===== config.mk =====
export PLATFORM = sky130hd
export DESIGN_NAME = fifo_rd_arbiter
export DESIGN_NICKNAME = d
export VERILOG_FILES = /design/src/rtl/fifo_rd_arbiter.sv
export SDC_FILE = /design/constraint.sdc
export NUM_CORES = 1
export LEC_CHECK = 0
export CAP_MARGIN = 30
export CORE_UTILIZATION = 46
export CTS_CLUSTER_SIZE = 14
export DETAILED_ROUTE_END_ITERATION = 12
export PLACE_DENSITY_LB_ADDON = 0.2
export REMOVE_ABC_BUFFERS = 1
export SLEW_MARGIN = 10
export SYNTH_ARGS = -nofsm -noshare
export SYNTH_HDL_FRONTEND = slang
export SYNTH_SLANG_ARGS = --single-unit
export TNS_END_PERCENT = 20

===== constraint.sdc =====
create_clock -name rd_clk -period 2.3 [get_ports rd_clk]
set_input_delay 0.345 -clock rd_clk [delete_from_list [all_inputs] [get_ports rd_clk]]
set_output_delay 0.345 -clock rd_clk [all_outputs]
set_load 0.01 [all_outputs]

===== src/rtl/fifo_rd_arbiter.sv =====
`default_nettype none
// ============================================================================
// Module   : fifo_rd_arbiter
// Purpose  : Read-side round-robin port arbiter for an asynchronous FIFO.
//            Grants the single FIFO read port to one of NUM_REQ consumers,
//            pops words for the grantee in bounded bursts and delivers each
//            word through a registered output stage tagged with its owner.
// Config   : FIFO_RD_ARB_BURST_EN - when defined, bursts of up to MAX_BURST
//            words per grant; when undefined, one word per grant
//            (word-interleaved round-robin) and MAX_BURST is ignored.
// Revision : 1.0 - initial release
// ============================================================================
module fifo_rd_arbiter #(
    parameter int NUM_REQ    = 4,
    parameter int DATA_WIDTH = 8,
    parameter int MAX_BURST  = 4
) (
    input  logic                       rd_clk,
    input  logic                       rd_rst,
    input  logic                       rd_empty,
    input  logic [DATA_WIDTH-1:0]      rd_data,
    output logic                       rd_inc,
    input  logic [NUM_REQ-1:0]         req,
    input  logic [NUM_REQ-1:0]         cons_ready,
    output logic [NUM_REQ-1:0]         gnt,
    output logic                       out_valid,
    output logic [DATA_WIDTH-1:0]      out_data,
    output logic [$clog2(NUM_REQ)-1:0] out_id
);

    localparam int c_id_w  = $clog2(NUM_REQ);
    localparam int c_cnt_w = $clog2(MAX_BURST + 1);

`ifdef FIFO_RD_ARB_BURST_EN
    localparam int c_burst_limit = MAX_BURST;
`else
    localparam int c_burst_limit = 1;
`endif

    localparam logic [c_cnt_w-1:0] c_burst_last = c_cnt_w'(c_burst_limit);
    localparam logic [c_id_w-1:0]  c_last_rst   = c_id_w'(NUM_REQ - 1);

    typedef enum logic [0:0] {
        IDLE  = 1'b0,
        BURST = 1'b1
    } state_t;

    state_t              r_state;
    state_t              w_state_nxt;
    logic [c_id_w-1:0]   r_owner;
    logic [c_id_w-1:0]   r_last;
    logic [c_cnt_w-1:0]  r_cnt;
    logic [c_cnt_w-1:0]  w_cnt_inc;
    logic [c_id_w-1:0]   w_sel;
    logic [31:0]         w_idx;
    logic                w_start;
    logic                w_exit;

    assign w_cnt_inc = r_cnt + c_cnt_w'(1);

    // Round-robin pick: first requester searching upward from last+1.
    // Scanning offsets from farthest to nearest lets the nearest win.
    always_comb begin
        w_sel = r_last;
        w_idx = 32'd0;
        for (int i = NUM_REQ; i >= 1; i--) begin
            w_idx = (32'(r_last) + 32'(i)) % 32'(NUM_REQ);
            if (req[c_id_w'(w_idx)]) begin
                w_sel = c_id_w'(w_idx);
            end
        end
    end

    // State register.
    always_ff @(posedge rd_clk or posedge rd_rst) begin
        if (rd_rst) begin
            r_state <= IDLE;
        end else begin
            r_state <= w_state_nxt;
        end
    end

    // Next-state, pop strobe and burst exit decision.
    always_comb begin
        w_state_nxt = r_state;
        rd_inc      = 1'b0;
        w_start     = 1'b0;
        w_exit      = 1'b0;
        case (r_state)
            IDLE: begin
                if ((|req) && !rd_empty) begin
                    w_start     = 1'b1;
                    w_state_nxt = BURST;
                end
            end
            BURST: begin
                rd_inc = !rd_empty && req[r_owner] && cons_ready[r_owner];
                // Limit reached on this pop, owner withdrew, or FIFO ran dry.
                if ((rd_inc && (w_cnt_inc == c_burst_last)) ||
                    !req[r_owner] || rd_empty) begin
                    w_exit      = 1'b1;
                    w_state_nxt = IDLE;
                end
            end
            default: begin
                w_state_nxt = IDLE;
            end
        endcase
    end

    // Grant, owner, rotation pointer and burst counter.
    always_ff @(posedge rd_clk or posedge rd_rst) begin
        if (rd_rst) begin
            gnt     <= '0;
            r_owner <= '0;
            r_last  <= c_last_rst;
            r_cnt   <= '0;
        end else begin
            if (w_start) begin
                r_owner <= w_sel;
                gnt     <= NUM_REQ'(1) << w_sel;
                r_cnt   <= '0;
            end else if (rd_inc) begin
                r_cnt   <= w_cnt_inc;
            end
            if (w_exit) begin
                r_last  <= r_owner;
                gnt     <= '0;
            end
        end
    end

    // Registered output stage: one-cycle valid pulse per popped word.
    always_ff @(posedge rd_clk or posedge rd_rst) begin
        if (rd_rst) begin
            out_valid <= 1'b0;
            out_data  <= '0;
            out_id    <= '0;
        end else begin
            out_valid <= rd_inc;
            if (rd_inc) begin
                out_data <= rd_data;
                out_id   <= r_owner;
            end
        end
    end

endmodule
`default_nettype wire


# Word-level counts from Yosys, hierarchy flattened
# Cells that the tools add are included.
totals:
  mem_count: 0
  mem_bits_rw: 0
  register_bits: 23
  latch_bits: 0
  romBits: 0
  inputBits: 19
classes:
  bitwise: 1
  n_reduce_logical: 11
  addsub: 5
  n_mul: 0
  n_div: 0
  muxes: 27
  n_lt_le_gt_ge: 5
  eq_ne: 1
  shifts: 1
ops:
  columns: ["cell", "count"]
  rows:
  - ["< comparator 2 x 3 -> 1 bit (second input constant)", 5]
  - ["binary-select mux 1 bit (select 2 bit)", 6]
  - ["2-to-1 mux 1 bit", 12]
  - ["2-to-1 mux 2 bit", 4]
  - ["2-to-1 mux 4 bit", 2]
  - ["2-to-1 mux 3 bit", 2]
  - ["adder 2 x 1 -> 2 bit (second input constant)", 2]
  - ["adder 2 bit (second input constant)", 2]
  - ["logical AND 1 bit", 4]
  - ["nonzero test 2 bit", 2]
  - ["OR reduction 4 bit", 1]
  - ["<< shifter 1 x 2 -> 4 bit (first input constant)", 1]
  - ["adder 3 x 1 -> 3 bit (second input constant)", 1]
  - ["== test 3 x 1 -> 1 bit (second input constant)", 1]
  - ["zero test 1 bit", 2]
  - ["logical OR 1 bit", 2]
  - ["case mux 1 bit (2 select lines)", 1]
  - ["inverter 1 bit", 1]

# Logic depth before layout (Yosys ltp)
# Gate-level depths: netlist of the first run.
logic_depth:
  depth_word: 10
  depth_mapped: 7
  depth_no_buf: 5

# Least setup slack after synthesis of the first run
# No wires, ideal clock.
synth_path:
  path_type: "register -> register"
  start: "register r_owner[0]"
  end: "register out_data[0]"
  stages_incl_launch_ff: 6
  n_path_buf: 2
  synth_period_minus_slack_ns: 1.802
  t_required_ns: 2.175
  arrival_time_ns: 1.677
  path_slack_ns: 0.498
  path_cell_list: "dfrtp_1 -> mux4_2 -> and3_1 -> buf_6 -> buf_6 -> mux2_4"
synth_via:
  elab_chain_cells: 5
  elab_cells_between_ends: 7
  classes_between: "5 x mux; 2 x reduce/logical"
synth_rtl:
  columns: ["item", "line", "rtl"]
  rows:
  - ["start: declaration", "50", "logic [c_id_w-1:0] r_owner;"]
  - ["start signal: assignment", "120", "r_owner <= w_sel;"]
  - ["binary-select mux 1 bit (select 2 bit)", "97", "rd_inc = !rd_empty && req[r_owner] && cons_ready[r_owner];"]
  - ["2-to-1 mux 1 bit (not written as such)", "97", null]
  - ["logical AND 1 bit", "97", null]
  - ["logical AND 1 bit (*)", "97", null]
  - ["2-to-1 mux 1 bit (*)", "89", "case (r_state)"]
  - ["net rd_inc", "22", "output logic rd_inc,"]
  - ["end signal: assignment", "142", "out_data <= rd_data;"]
  - ["end: declaration", "27", "output logic [DATA_WIDTH-1:0] out_data,"]
# The timed path passes the listed nets; every way through them passes the cells marked *. The select of a mux whose other input is x is not followed.
# A chain may end at the register's enable or synchronous reset.

# Worst setup path after layout of the first run
layout_path:
  start: "register r_owner[0]"
  end: "output rd_inc"
layout_via:
  elab_chain_cells: 5
  elab_cells_between_ends: 7
  classes_between: "5 x mux; 2 x reduce/logical"
layout_rtl:
  columns: ["item", "line"]
  rows:
  - ["binary-select mux 1 bit (select 2 bit)", "97"]
  - ["2-to-1 mux 1 bit (not written as such)", "97"]
  - ["logical AND 1 bit", "97"]
  - ["logical AND 1 bit (*)", "97"]
  - ["2-to-1 mux 1 bit (*)", "89"]
  - ["end: declaration", "22"]
# Mark *: on every way between the ends. The rest lies on a longest branch, timed or not. The select of a mux whose other input is x is not followed.

==> qor.yml, run 1 <==
core_area_mm2: 0.00228
slew_headroom: 0.656
cts_made_buffers: 3
synth-edff-count: 0
floorplan.die.width_um: 52.0
critPathRequiredTime_ns: 1.96
rr_endpoint: "r_last[1]"
clock_latency_ns: 0.31
worst_slew_pin_slew_ns: 0.512
pre_cts_ws_ns: -0.0348
setup_tns_ns: 0
reg2reg_depth: 5
final_area_mm2: 0.00159
p_comb_frac: 0.480
period_needed_ns: 2.10
netlist_area_mm2: 0.00115
hold_slack_ns: 0.357
cp.arrival_ns: 1.76
grt_max_degree: 24
synth_top_area_frac: 0.457
synth_cell_types: 35
synth_xor_area_frac: 0
gp_congestion: 0.755
max_cap_viol_count: 0
htreeDepth: 1
yosysSeqAreaShare: 0.502
gr-total-overflow: 0
hold_violations: 0
final-setup-viol-count: 0
end_kind: "output pin"
synth_area_leader_cell: "dfrtp_1"
layout_setup_ws_ns: 0.197
num-fill-cells: 169
wl_per_cell_um: 15.1
die_h_um: 52.0
leakagePower_nw: 0.690
drt-vias-per-instance: 5.58
r2r_slack_ns: 0.37
synth_async_sr_flop_share: 1.00
synth_warnings: 0
min_path_type: "in -> async"
final.period_utilization: 0.915
drt_wl_total_um: 2440
crit_buf_inv: 1
cts_root_buf: "clkbuf_4"
cts_hold_buf: 0
grt_pass1_vias: 896
placed_area_mm2: 0.00156
layout-drive-gt1-share: 0.263
p_clk_frac: 0.104
ant_nets: 0
cp_top_family: "multiplexers"
via_count: 898
multi_input_area_um2: 531
synth-simple-area-share: 0.112
r2r-start: "r_owner[0]"
swShare: 0.330
synth_compound_area_frac: 0.140
yosysMostFrequentCell: "dfrtp_1"
path_cells: "mux4_2 -> and3_1 -> dlygate4sd2_1"
synth_mux_area_frac: 0.187
setup.worst_path.class: "reg -> out"
cts_setup_buffers: 0
power_frac_seq: 0.417
avgSynthCellArea_um2: 12.8
fp.dieArea_mm2: 0.00271
port_buffers: 34
synth-seq-cells: 23
cts.repair.resized: 3
clock.fmax_mhz: 475
drt-pass1-iter-count: 4
synth_top_family_by_area: "multiplexers"
cts_tree: "done"
drc: 0
final_util: 0.699
ctsLongestPathBuffers: 2
antenna_found_initial: 0
synth_fa_ha_area_frac: 0.0217
initial_core_util: 0.506
grt_pass1_wl_um: 3900
synth_flop_cell: "dfrtp_1"
p_per_area_mw_per_mm2: 1110
row_count: 17
dp_cells: 157
grt_use_total: 0.204
layoutNonFillerInstCount: 161
path_max_fanout: 6
cpMaxStageDelayCell: "mux4_2"
cts.clk_slew.worst_paths_ns: 0.12
regArea_um2: 581
rsz0062_at_grt: "no"
pin_count: 35
switchingPower_mw: 0.581
drt_iter0_drc: 7
maxSlewViolCount: 0
syn_to_final_growth_pct: 38.3
ir_worst_vdd_mv: 0.792
nets: 155
netlist_top_cells_count: "dfrtp_1 (21), mux2_4 (7), mux2_2 (6), o21ai_0 (6)"
ys_top_cells_by_area: "dfrtp_1 (46%), mux2_4 (9.1%), mux2_2 (5.9%), dfstp_2 (4.6%), a32o_1 (3.5%)"
slowest_delay_ns: 0.51
internal-power_mw: 1.18
status: "completed"
dp_hpwl_um: 1820
clock-sinks: 23
p_total_mw: 1.76
start_kind: "flop"
clock_skew_ns: 0.00302
num_antenna_cells: 0
syn-instance-count: 90
state kept, by name, indices dropped and copies added, names as in the netlist:
name and count:
gnt 4, r_cnt 3, out_valid 1, r_last 2, out_data 8, out_id 2, r_owner 2, r_state 1
logic make-up after synthesis:
logic type,Yosys count
flops,23
buf+inv,7
fa+ha+maj,2
mux,16
simple gates,22
compound gates,20
power groups by stage:
stage | registers, mW | logic (mW) | clock network (mW)
after floorplan | 0.762 | 0.401 | 0
after global placement | 0.720 | 0.829 | 0
after detailed placement | 0.735 | 0.849 | 0
after CTS | 0.732 | 0.853 | 0.190
after global routing | 0.758 | 0.906 | 0.210
final | 0.734 | 0.845 | 0.183
tightest hold or removal path: stages:
cell	delay [ns]
clkdlybuf4s50_1	0.40
inv_1	0.05
buf_4	0.28
per-layer routing:
layer | share of wire | vias up | wire length [um] | global-route usage
met2 | 0.48 | 32 | 1160 | 0.325
li1 | - | 417 | - | -
met4 | 0.015 | 0 | 36 | 0.0811
met1 | 0.45 | 445 | 1090 | 0.260
met3 | 0.061 | 4 | 149 | 0.0556
met5 | 0 | - | 0 | 0
worst max-delay path by stage:
stage                           from           to  slack [ns]  cells after the start
final                     r_owner[0]       rd_inc        0.20                      3
after CTS                 r_owner[0]       rd_inc        0.18                      3
after detailed placement    rd_empty       rd_inc       -0.03                      5
after floorplan           r_owner[0]  out_data[5]        0.32                      4
after global routing      r_owner[1]       rd_inc        0.11                      4
after global placement      rd_empty       rd_inc       -0.03                      5
placed cells by master, fill, tap and decap left out, types with 2 or more instances in the layout:
cell type / count
dfrtp_1: 19
inv_1: 3
dfrtp_2: 2
ha_1: 2
clkbuf_4: 3
dfstp_2: 2
a32o_1: 4
o21ai_0: 6
nand2b_1: 2
buf_4: 9
mux2_2: 6
mux2_4: 7
mux2i_1: 2
clkdlybuf4s50_1: 33
nor2b_1: 4
nand2_1: 3
a31oi_1: 2
nor2_1: 4
area by class of cell:
| cell class | instances | area share |
|---|---|---|
| Timing Repair Buffer | 43 | 0.256 |
| Tap cell | 28 | 0.0220 |
| Sequential cell | 23 | 0.365 |
| Clock buffer | 3 | 0.0142 |
| Clock inverter | 1 | 0.00314 |
| Multi-Input combinational cell | 60 | 0.333 |
| Inverter | 3 | 0.00708 |
(Power assumes the default switching activity.)
==> run 2: changes to the inputs <==
--- a/config.mk
+++ b/config.mk
@@ -15,4 +15,3 @@
 export SYNTH_ARGS = -nofsm -noshare
 export SYNTH_HDL_FRONTEND = slang
 export SYNTH_SLANG_ARGS = --single-unit
-export TNS_END_PERCENT = 20
==> results of run 2 <==
No change in the layout: final DEF, timing and power equal those of run 1.
